**src/rtl/exec_controller.sv**
```systemverilog
// Execution sequencer for the single-cycle core: turns the step button and run switch
// into one-cycle cpu_en commit pulses, with PC breakpoint, EBREAK halt and retired count.
module exec_controller #(
  parameter int unsigned DEBOUNCE_CYCLES = 500000,
  parameter int unsigned RUN_DIV         = 5000000,
  // Reset value of the retired-instruction counter.
  parameter logic [31:0] RETIRED_RST     = 32'h0000_0000
) (
  input  logic        clk_i,
  input  logic        reset_i,
  input  logic        step_btn_i,
  input  logic        run_i,
  input  logic        bp_enable_i,
  input  logic [31:0] bp_addr_i,
  input  logic [31:0] pc_i,
  input  logic [31:0] instruction_i,
  output logic        cpu_en_o,
  output logic        halted_o,
  output logic [1:0]  state_o,
  output logic [31:0] retired_o
);

  // state | meaning
  // IDLE  | waiting for run or a step press, divider held at 0
  // STEP  | single issue cycle, back to IDLE next
  // RUN   | free-run, one issue slot every RUN_DIV cycles
  // BREAK | stopped on breakpoint or EBREAK until run drops
  localparam logic [1:0] S_IDLE  = 2'b00;
  localparam logic [1:0] S_STEP  = 2'b01;
  localparam logic [1:0] S_RUN   = 2'b10;
  localparam logic [1:0] S_BREAK = 2'b11;

  localparam logic [31:0] EBREAK   = 32'h0010_0073;
  localparam logic [31:0] DB_LAST  = 32'(DEBOUNCE_CYCLES - 1);
  localparam logic [31:0] DIV_LAST = 32'(RUN_DIV - 1);

  logic        btn_s1_q, btn_s2_q;
  logic        run_s1_q, run_s2_q;
  logic        db_q, db_d, db_prev_q, step_req_q;
  logic [31:0] db_cnt_q, db_cnt_d;
  logic [1:0]  state_q, state_d;
  logic [31:0] div_q, div_d;
  logic        skip_q, skip_d;
  logic [31:0] retired_q;
  logic        slot, stop, issue;

  always_comb begin
    db_d     = db_q;
    db_cnt_d = '0;
    if (btn_s2_q != db_q) begin
      if (db_cnt_q == DB_LAST) db_d = btn_s2_q;
      else                     db_cnt_d = db_cnt_q + 32'd1;
    end
  end

  assign slot = (div_q == DIV_LAST);
  // Skip lets RUN resume from the breakpoint PC it stopped on; EBREAK is never skipped.
  assign stop = (instruction_i == EBREAK) ||
                (bp_enable_i && (pc_i == bp_addr_i) && !skip_q);

  always_comb begin
    state_d = state_q;
    div_d   = div_q;
    skip_d  = skip_q;
    issue   = 1'b0;
    case (state_q)
      S_IDLE: begin
        div_d = '0;
        if (run_s2_q) begin
          state_d = S_RUN;
          skip_d  = 1'b1;
        end else if (step_req_q) begin
          state_d = S_STEP;
        end
      end
      S_STEP: begin
        issue   = 1'b1;
        state_d = S_IDLE;
      end
      S_RUN: begin
        if (!run_s2_q) begin
          state_d = S_IDLE;
          div_d   = '0;
        end else if (slot) begin
          div_d  = '0;
          skip_d = 1'b0;
          if (stop) state_d = S_BREAK;
          else      issue   = 1'b1;
        end else begin
          div_d = div_q + 32'd1;
        end
      end
      default: begin
        div_d = '0;
        if (!run_s2_q) state_d = S_IDLE;
      end
    endcase
  end

  always_ff @(posedge clk_i) begin
    if (reset_i) begin
      btn_s1_q   <= 1'b0;
      btn_s2_q   <= 1'b0;
      run_s1_q   <= 1'b0;
      run_s2_q   <= 1'b0;
      db_q       <= 1'b0;
      db_prev_q  <= 1'b0;
      db_cnt_q   <= '0;
      step_req_q <= 1'b0;
      state_q    <= S_IDLE;
      div_q      <= '0;
      skip_q     <= 1'b0;
      retired_q  <= RETIRED_RST;
    end else begin
      btn_s1_q   <= step_btn_i;
      btn_s2_q   <= btn_s1_q;
      run_s1_q   <= run_i;
      run_s2_q   <= run_s1_q;
      db_q       <= db_d;
      db_prev_q  <= db_q;
      db_cnt_q   <= db_cnt_d;
      step_req_q <= db_q & ~db_prev_q;
      state_q    <= state_d;
      div_q      <= div_d;
      skip_q     <= skip_d;
      if (issue) retired_q <= retired_q + 32'd1;
    end
  end

  assign cpu_en_o  = issue & ~reset_i;
  assign halted_o  = (state_q == S_BREAK);
  assign state_o   = state_q;
  assign retired_o = retired_q;

endmodule

```
**config.mk**
```make
export PLATFORM = sky130hd
export DESIGN_NAME = exec_controller
export DESIGN_NICKNAME = d
export VERILOG_FILES = /design/src/rtl/exec_controller.sv
export SDC_FILE = /design/constraint.sdc
export NUM_CORES = 1
export LEC_CHECK = 0
export ABC_CLOCK_PERIOD_IN_PS = 2350
export BUFFER_PORTS_ARGS = -buffer_cell sky130_fd_sc_hd__buf_2
export CORE_UTILIZATION = 30
export CTS_BUF_LIST = sky130_fd_sc_hd__clkbuf_16
export CTS_CLUSTER_SIZE = 16
export DETAILED_ROUTE_END_ITERATION = 10
export HOLD_SLACK_MARGIN = 0.12
export SLEW_MARGIN = 15
export SYNTH_ARGS = -nofsm -noshare
export SYNTH_HDL_FRONTEND = slang
export SYNTH_SLANG_ARGS = --single-unit
```
**constraint.sdc**
```tcl
create_clock -name clk_i -period 2.35 [get_ports clk_i]
set_input_delay 0.47 -clock clk_i [delete_from_list [all_inputs] [get_ports clk_i]]
set_output_delay 0.47 -clock clk_i [all_outputs]
set_load 0.03 [all_outputs]
```
=== Yosys cells after proc, flatten, opt, wreduce, memory -nomap -nowiden ===
Index checks and enable logic that the tools add are counted.

* Bits in registers: 106
* Word-level logic and storage cells: 63

* Bitwise logic cells: 5
* Eq/ne operators: 15
* Add/sub/neg operators: 3
* Multiplexer cells: 18
* Reduce and logical (&&, ||, !) cells: 10

{| class="wikitable"
|+ Operator list
! kind !! count
|-
| 32-bit by 1-bit adder with 32-bit output (second input constant) || 3
|-
| 32-bit two-way mux || 2
|-
| 32-bit case mux with 2 select lines || 1
|-
| 32-bit by 19-bit equality test with 1-bit output (second input constant) || 1
|-
| 32-bit by 21-bit equality test with 1-bit output (second input constant) || 1
|-
| 32-bit by 23-bit equality test with 1-bit output (second input constant) || 1
|-
| 32-bit equality test || 1
|-
| 2-bit two-way mux || 6
|-
| 3-bit inequality test (second input constant) || 3
|-
| 4-bit AND reduction || 2
|-
| 1-bit two-way mux || 6
|-
| 2-bit inequality test (second input constant) || 3
|-
| 2-bit case mux with 3 select lines || 1
|-
| 2-bit equality test (second input constant) || 2
|-
| 4-bit by 1-bit inequality test with 1-bit output (second input constant) || 1
|-
| 1-bit case mux with 2 select lines || 2
|-
| 1-bit inverter || 3
|-
| 3-bit OR reduction || 1
|-
| 1-bit AND || 2
|-
| 2-bit by 1-bit equality test with 1-bit output (second input constant) || 1
|-
| 1-bit logical AND || 2
|-
| 2-bit zero test || 1
|-
| 2-bit AND reduction || 1
|-
| 2-bit nonzero test || 1
|-
| 3 further kinds || 3
|}

=== Logic depth before layout (Yosys ltp) ===
Gate-level depths: netlist of the first run.

* Depth in word-level cells: 9
* Mapped depth: 10
* Depth with buffers taken out: 9

=== Least setup slack after synthesis of the first run ===
No wires, ideal clock.

* Kind: flip-flop to output port
* Start: register div_q[0]
* End: output cpu_en_o
* Cell stages (with the launch flop): 10
* Setup slack: -0.515 ns
* Arrival: 2.395 ns
* Data required time: 1.880 ns
* Cell sequence: dfxtp_1 ha_1 nor4b_1 nand4_1 a2111o_1 a31oi_2 o21ai_2 clkbuf_1 clkbuf_1 nor2_1

* Longest elaborated chain between the ends: 5

{| class="wikitable"
|+ Ends and longest elaborated chain
! item !! line !! text
|-
| start, declared || 42 || <nowiki>logic [31:0] div_q, div_d;</nowiki>
|-
| start signal, assigned || 124 || <nowiki>div_q <= div_d;</nowiki>
|-
| 32-bit by 23-bit equality test with 1-bit output || 56 || <nowiki>assign slot = (div_q == DIV_LAST);</nowiki>
|-
| 1-bit two-way mux || 84 || <nowiki>end else if (slot) begin</nowiki>
|-
| 1-bit two-way mux || 81 || <nowiki>if (!run_s2_q) begin</nowiki>
|-
| 1-bit case mux with 2 select lines || 66 || <nowiki>case (state_q)</nowiki>
|-
| 1-bit AND || 130 || <nowiki>assign cpu_en_o = issue & ~reset_i;</nowiki>
|-
| end, declared || 17 || <nowiki>output logic cpu_en_o,</nowiki>
|}

Every way passes these cells.

=== Final worst setup path of the first run ===
* Start: register div_q[17]
* End: output cpu_en_o

Same word-level chain as after synthesis.

==> metrics.txt, run 1 <==
internal power=about 2.8 mW; number of synthesized flops with an enable pin=0; Die H=approximately 130 um; Setup WS pre-CTS=-265 ps; Total Wirelength=13900 um; ratio of final minimum period to clock period=1.18; CP max stage cell=a2111o_1; DRT antenna net count=0; Hold Path Class=input port to flop; die area=18200 um^2; Placed Area=6750 um^2; final worst slack=-420 ps; Setup Viol. Count Final=32; Worst EP arrival=around 2300 ps; area growth from synthesis to layout=42.3%; vias=around 5000; TritonCTS clock tree=done; Max Cap Violations=0; peak supply drop=~340 uV; Worst setup SP type=flop; Top FF cell, synth=dfxtp_1; PD cells=roughly 490 nW/um^2; Rows=48; Net Sw Frac=0.236; Post-Syn Area=5300 um^2; wire length per cell=13.1 um; Post-Syn Nets=roughly 740; remaining global-route overflow=0; Global Route Usage Sum=0.154; placed instance count=1034; Worst Max-Slew Pin Slew=around 530 ps; drt pass-1 iters=4; Max Clk Rate=approximately 360 MHz; Final Instance Area=roughly 7500 um^2; post-detail-place hpwl=9890 um; Max-slew headroom=0.648; Yosys cell types=43; clock tree sinks=106; unrepaired setup endpoints after global routing=true; Fillers=about 1700; commonest non-fill, non-tap cells in the layout=buf_2 (135), dfxtp_1 (101), nor2_1 (97); post-synthesis sequential area ratio=0.401; clock share of power=0.401; net switching power=0.873 mW; Clock Skews=around 12 ps; Antenna diodes=0; worst skew pair latency=between 300 and 400 ps; first-pass GRT wire length=22600 um; P_leak=about 2.8 nW; CP Data Required Time=between 1500 and 2000 ps; Crit path largest cell delay=410 ps; Mapped Cells=about 630; pin count of the biggest net entering global routing=45; status=complete, but fails checks; vias in the first global route=slightly below 5000; Die W=roughly 130 um; Design Power=3.70 mW; Pins Over Slew Limit=0; YS warnings=0; # DRC=0; commonest non-fill, non-tap cell in the layout=buf_2; asr flop ratio synth=0; Crit. End Element=output pin; part of the power in registers=0.491; Finished Layout Cells=1061; PortBufs=between 100 and 150; Synth Area per Inst=8.42 um^2; crit-path cells=nor4b_2, buf_4, nand4_1, a2111o_1, a31oi_4, o21ai_4, buf_12, nor2_4, buf_6; post-route minimum period=2770 ps; fin nets=approximately 940; CTS H-tree lvls=3; Clock Tree Buf Depth=2; Starting Density=0.306; Final Wtd Congestion=approximately 0.83; Core Area=around 17000 um^2; #FFs+latches synth=~110; antenna violations before repair=0; failing checks=negative setup slack; clock-pin slew on the worst setup and hold paths=80 ps; starting DRC count in detailed routing=187; Root Buffer Master=clkbuf_16; final hold vios=0; CP max FO=2; via density per instance=about 4.7; layout cells sized above 1=0.350; CTS Buf Count=9; Logic pwr share=0.108; Setup CP Type=flop to output pin; IO Count=137
cell type report:
class	count	area, um^2	area share
Clock buffer	9	225	0.0299
Clock inverter	4	52.6	0.00697
Inverter	12	45.0	0.00597
Multi-Input combinational cell	488	3350	0.444
Sequential cell	106	2130	0.282
Tap cell	225	282	0.0373
Timing Repair Buffer	217	1460	0.193
cell usage after synthesis (2+ instances only):
cell type / count / share of area
a21oi_1: 31 / 0.029
nor4_1: 16 / 0.019
xnor2_1: 52 / 0.086
mux2i_1: 3 / 0.0057
and4_1: 10 / 0.017
nand2_1: 39 / 0.028
nor3_1: 4 / 0.0038
o21ai_0: 20 / 0.019
o31ai_1: 10 / 0.014
or4_1: 13 / 0.018
buf_1: 2 / 0.0014
nand4b_1: 2 / 0.0033
inv_1: 12 / 0.0085
nor2_1: 100 / 0.071
ha_1: 7 / 0.017
xor2_1: 40 / 0.066
nand3_1: 33 / 0.031
and3_1: 14 / 0.017
nand3b_1: 3 / 0.0043
nor4b_1: 8 / 0.013
nor4bb_1: 2 / 0.0038
nor2b_1: 16 / 0.019
mux2_2: 5 / 0.011
and2_1: 4 / 0.0047
nand4_1: 25 / 0.030
dfxtp_1: 106 / 0.40
o21bai_1: 2 / 0.0028
or3_1: 17 / 0.020
clkbuf_1: 19 / 0.013
logic make-up after synthesis:
logic type	count (synthesis)	share of synthesized area
buffers and inverters	35	0.0265
AOI/OAI and AO/OA	72	0.0810
adders and majority gates	7	0.0165
muxes	8	0.0163
DFF	106	0.401
xor gates and xnor gates	92	0.152
and+or+nand+nor	309	0.307
path summary, 6_finish.rpt:
kind         startpoint           end  slack [ps]  cells after the start
max           div_q[17]      cpu_en_o        -420                      9
min               run_i      run_s1_q         320                      2
min reg2reg   db_prev_q    step_req_q         400                      1
max reg2reg   div_q[17]  retired_o[9]        -360                     11
sequential cells by signal, summed over array words and instances (netlist names), 2 cells and up:
name	cells
db_cnt_q	32
div_q	32
retired_o	32
state_o	2
worst max-delay path: cells and delay by family (launching register included):
kind / cells / cell delay [ps]
AO/OA/AOI/OAI: 3 / 720
AND/OR/NAND/NOR: 3 / 470
buffers and inverters: 3 / 420
flip-flops: 1 / 330
metal layers:
layer  global-route usage  vias up  wire length (um)
li1                     -     2618                 -
met1                0.195     2329              6420
met2                0.261       71              6800
met3               0.0394       10               531
met4               0.0400        0               115
met5                    0        -                 0
repair_timing:
action | CTS | global route
endpoints found under the setup margin | 30 | 38
gates cloned | 2 | 1
hold buffers | 0 | 0
resized for setup | 28 | 57
pin swaps | 17 | 26
buffers inserted | 8 | 6
metrics by stage:
stage                     utilization  TNS [ps]  hold slack (ps)
final                           0.436     -8820              324
after global routing            0.436    -12570              327
after CTS                       0.419     -7530              319
after detailed placement        0.390     -4610              395
after global placement          0.390     -4210              373
after floorplan                     -      -109              367
power groups by stage:
stage / Sequential, mW / Combinational [mW] / Clock (mW)
final: 1.82 / 0.401 / 1.48
after global routing: 1.82 / 0.434 / 1.60
after CTS: 1.82 / 0.366 / 1.53
after detailed placement: 1.86 / 0.336 / 0
after global placement: 1.86 / 0.332 / 0
after floorplan: 1.87 / 0.165 / 0
Power figures use the tool's default switching activity.
==> run 2: changes to the inputs <==
--- a/config.mk
+++ b/config.mk
@@ -5,11 +5,12 @@
 export SDC_FILE = /design/constraint.sdc
 export NUM_CORES = 1
 export LEC_CHECK = 0
+export ABC_AREA = 1
 export ABC_CLOCK_PERIOD_IN_PS = 2350
 export BUFFER_PORTS_ARGS = -buffer_cell sky130_fd_sc_hd__buf_2
 export CORE_UTILIZATION = 30
 export CTS_BUF_LIST = sky130_fd_sc_hd__clkbuf_16
-export CTS_CLUSTER_SIZE = 16
+export CTS_CLUSTER_SIZE = 12
 export DETAILED_ROUTE_END_ITERATION = 10
 export HOLD_SLACK_MARGIN = 0.12
 export SLEW_MARGIN = 15
==> metrics.txt, run 2 <==
Yosys cell types=35; CP max stage cell=dfxtp_1; Finished Layout Cells=around 1400; Max Cap Violations=0; Rows=52; post-route minimum period=~2400 ps; YS warnings=0; commonest non-fill, non-tap cell in the layout=nand2_1; R2R cell count=12; first-pass GRT wire length=28600 um; Total Wirelength=17100 um; PortBufs=136; die area=21800 um^2; antenna violations before repair=0; vias in the first global route=5860; Synth Area per Inst=6.54 um^2; TritonCTS clock tree=done; post-detail-place hpwl=about 13000 um; HP Start=step_btn_i; remaining global-route overflow=0; DRT antenna net count=0; Layout Utilization=0.381; Core Area=20500 um^2; via density per instance=4.65; P_leak=3.30 nW; crit-path cells=nand2_1, nor2_4, nand3_1, nor3_1, nand2_1, nor2_2, nand3_2, nand2_4, nand2_4, nor2_4, buf_6; drt pass-1 iters=5; Max-slew headroom=0.699; worst r2r src=state_o[1]; final worst slack=-77.3 ps; # DRC=0; Reg2Reg Setup Slack=260 ps; Root Buffer Master=clkbuf_16; final hold vios=0; Worst Max-Slew Pin Slew=about 450 ps; status=complete, but fails checks; Post-synth top cells=nand2_1 (211), inv_1 (143), nor2_1 (135); Mapped Cells=973; CP Data Required Time=1880 ps; layout cells sized above 1=0.186; Worst setup SP type=flop; Starting Density=0.311; Clock Tree Buf Depth=2; critical path depth=11; ratio of final minimum period to clock period=1.03; asr flop ratio synth=0; clock tree sinks=106; starting DRC count in detailed routing=450; Final Wtd Congestion=a little under 0.9; Crit. End Element=output pin; Final Instance Area=roughly 7800 um^2; Placed Area=~7400 um^2; unrepaired setup endpoints after global routing=true; post-synth top area cell=dfxtp_1; Design Power=4.46 mW; most numerous cell in the Yosys netlist=nand2_1; Global Route Usage Sum=0.161; Post-Syn Area=6370 um^2; Buf/Inv on CP=1; number of synthesized flops with an enable pin=0; CTS Buf Count=9; Die W=148 um; commonest non-fill, non-tap cells in the layout=nand2_1 (211), inv_1 (143), buf_2 (135); #FFs+latches synth=106; crit path from=div_q[3]; Crit path largest cell delay=380 ps; CTS H-tree lvls=3; CP max FO=5; Clock Skews=9.61 ps; pin count of the biggest net entering global routing=42; Fillers=roughly 2200; failing checks=negative setup slack; Crit path max-delay family=simple AND/OR/NAND/NOR gates; worst skew pair latency=approximately 360 ps; Top FF cell, synth=dfxtp_1; vias=6505; post-synthesis sequential area ratio=0.333; Setup Viol. Count Final=1; Yosys top cell area share=0.333; Die H=148 um; placed instance count=1382; IO Count=137; wire length per cell=approximately 12 um; Hold WS=320 ps; Post-Syn Nets=1081; clock-pin slew on the worst setup and hold paths=about 70 ps; Max Clk Rate=~410 MHz; Worst EP arrival=slightly below 2000 ps; Setup CP Type=flop to output pin; worst setup path end=cpu_en_o; area growth from synthesis to layout=22.5%; Pins Over Slew Limit=0; peak supply drop=between 400 and 500 uV; Hold Path Class=input port to flop; Antenna diodes=0; RR Endpoint=div_q[26]; PD cells=572 nW/um^2; top cells by area, synth=dfxtp_1 (33%), nand2_1 (12%), inv_1 (8.4%), nor2_1 (8.0%), nand3_1 (5.8%); fin nets=1232; CTS Hold Buffers Added=0
==> run 2: cell families after synthesis <==
family / synth area share
AND/OR/NAND/NOR: 0.386
adder cells (fa/ha/maj): 0.0138
XOR/XNOR: 0.0784
buffers and inverters: 0.107
AO/OA/AOI/OAI: 0.0817
flip-flops: 0.333
==> run 2: worst min path at each step <==
stage                       to  cells past startpoint
finish                btn_s1_q                      3
global placement    step_req_q                      1
CTS                   btn_s1_q                      3
floorplan           step_req_q                      1
global route          btn_s1_q                      3
detailed placement  step_req_q                      1
==> run 2: worst register-to-register path: stages (launching register included) <==
cell     delay (ps)
dfxtp_1         390
inv_1           100
ha_1            300
nor2_1          190
nand2_1         130
inv_2           100
nand3_1          80
nor2_1          140
nand4_1         170
nor2_1          130
nand2_1          70
o21ai_1         130
a21oi_1          50
==> run 2: per-layer routing <==
layer	track usage	vias to the layer above	share of wire
li1	-	3429	-
met1	0.232	2935	0.51
met2	0.240	123	0.43
met3	0.0370	18	0.044
met4	0.0423	0	0.013
met5	0	-	0
==> run 2: what timing repair did <==
item | CTS | global route
setup buffers | 1 | 0
pin swaps | 1 | 0
resized for setup | 4 | 6
setup endpoints to repair | 1 | 4
==> run 2: cell type report <==
class / count / area (um^2) / share of cell area
clock inverter: 7 / 91.3 / 0.0117
tap: 270 / 338 / 0.0433
multi-input combinational: 700 / 3600 / 0.462
inverter: 147 / 552 / 0.0707
clock buffer: 9 / 225 / 0.0289
sequential: 106 / 2120 / 0.272
timing repair buffer: 160 / 867 / 0.111
==> run 2: report_power, final <==
group | internal, mW | total, mW | switching, mW
registers | 1.83 | 1.86 | 0.0331
logic | 0.301 | 0.969 | 0.668
clock network | 0.933 | 1.63 | 0.700
==> run 2: metrics by stage <==
stage | setup WS (ps) | TNS (ps)
final | -77.3 | -77.3
after floorplan | 87.3 | 0
after CTS | -102 | -102
after detailed placement | 49.1 | 0
after global routing | -250 | -250
after global placement | 42.6 | 0
==> run 3: changes to the inputs <==
--- a/config.mk
+++ b/config.mk
@@ -8,7 +8,7 @@
 export ABC_AREA = 1
 export ABC_CLOCK_PERIOD_IN_PS = 2350
 export BUFFER_PORTS_ARGS = -buffer_cell sky130_fd_sc_hd__buf_2
-export CORE_UTILIZATION = 30
+export CORE_UTILIZATION = 35
 export CTS_BUF_LIST = sky130_fd_sc_hd__clkbuf_16
 export CTS_CLUSTER_SIZE = 12
 export DETAILED_ROUTE_END_ITERATION = 10
==> metrics.txt, run 3 (synthesis gave the netlist of run 2 again) <==
clock-pin slew on the worst setup and hold paths=80 ps; Hold WS=314 ps; unrepaired setup endpoints after global routing=true; P_leak=3.32 nW; peak supply drop=~450 uV; commonest non-fill, non-tap cell in the layout=nand2_1; Root Buffer Master=clkbuf_16; setup TNS=-70.4 ps; TritonCTS clock tree=done; Max Cap Violations=0; Fillers=1890; fin nets=1234; HP Start=step_btn_i; Setup Viol. Count Final=1; Core Area=about 18000 um^2; post-route minimum period=around 2400 ps; Global Route Usage Sum=0.187; Hold Path Class=input port to flop; PortBufs=between 100 and 150; worst r2r src=db_cnt_q[0]; starting DRC count in detailed routing=473; CP max FO=2; IO Count=137; Worst Max-Slew Pin Slew=about 460 ps; Worst EP arrival=1950 ps; Layout Utilization=0.442; # DRC=0; Clock Skews=12.4 ps; crit path from=div_q[0]; drt pass-1 iters=5; wire length per cell=between 10 and 15 um; CTS Hold Buffers Added=0; Pins Over Slew Limit=0; PD cells=559 nW/um^2; worst skew pair latency=360 ps; status=complete, but fails checks; final hold vios=0; commonest non-fill, non-tap cells in the layout=nand2_1 (210), inv_1 (143), buf_2 (135); pin count of the biggest net entering global routing=33; final worst slack=-70.4 ps; layout cells sized above 1=0.188; Worst setup SP type=flop; DRT antenna net count=0; via density per instance=4.80; Setup WS pre-CTS=84.2 ps; clock tree sinks=between 100 and 150; CTS H-tree lvls=3; vias=6503; Max Clk Rate=413 MHz; Crit. End Element=output pin; area growth from synthesis to layout=21.8%; Total Wirelength=16900 um; Die W=137 um; ratio of final minimum period to clock period=1.03; Setup CP Type=flop to output pin; Max-slew headroom=0.693; CTS Buf Count=9; Starting Density=0.363; vias in the first global route=5779; Die H=about 140 um; die area=18700 um^2; Rows=48; failing checks=negative setup slack; Antenna diodes=0; CP Data Required Time=1880 ps; remaining global-route overflow=0; post-detail-place hpwl=13400 um; antenna violations before repair=0; Final Wtd Congestion=0.888; first-pass GRT wire length=28000 um; Clock Tree Buf Depth=2
-- run 3: changes by cell type in the layout (fill, tap and decap cells not counted), moves of 2 or more --
cell	previous run	this run
clkinv_2	3	0
dfxtp_2	1	3
dfxtp_1	105	103
inv_6	1	3
bufinv_16	2	0
-- run 3: worst paths after layout --
kind         cells after the start            to  slack (ps)
max                             12      cpu_en_o         -70
min                              3      btn_s1_q         310
max reg2reg                     12  db_cnt_q[28]         220
min reg2reg                      1    step_req_q         400
-- run 3: area by class of cell --
class	instances	area [um^2]	area share
Clock inverter	7	68.8	0.00887
Multi-Input combinational cell	700	3610	0.465
Tap cell	225	282	0.0363
Sequential cell	106	2130	0.274
Timing Repair Buffer	162	895	0.115
Clock buffer	9	225	0.0290
Inverter	147	552	0.0712
-- run 3: layer usage --
metal / global-route usage / vias up / part of all wire
met5: 0 / - / 0
met4: 0.0372 / 0 / 0.010
met3: 0.0404 / 20 / 0.044
met2: 0.283 / 130 / 0.44
met1: 0.272 / 2913 / 0.51
li1: - / 3440 / -
-- run 3: power breakdown --
part           internal (mW)  switching [mW]  total [mW]
clock                  0.748           0.759        1.51
combinational          0.304           0.656       0.960
sequential              1.83          0.0352        1.87
-- run 3: repair_timing --
action | 4_1_cts | 5_1_grt
setup endpoints to repair | 1 | 3
resized for setup | 10 | 3
pin swaps | 4 | 4
setup buffers | 1 | 1
-- run 3: per-stage QoR --
step	std cells	power, mW	area [um^2]
floorplan	973	2.59	6370
global placement	1338	2.86	7400
detailed placement	1338	2.86	7400
CTS	1355	4.39	7740
global route	1356	4.56	7750
finish	1356	4.33	7750
-- run 3: worst max-delay path: stages, from the launching register on --
cell	delay, ps
dfxtp_2	350
ha_4	150
nand2_4	50
nor3_2	100
nand2_1	80
nor3_2	160
nand2_1	110
nor2_2	100
nand3_2	100
nand2_4	100
nand2_4	50
nor2_4	100
buf_6	140
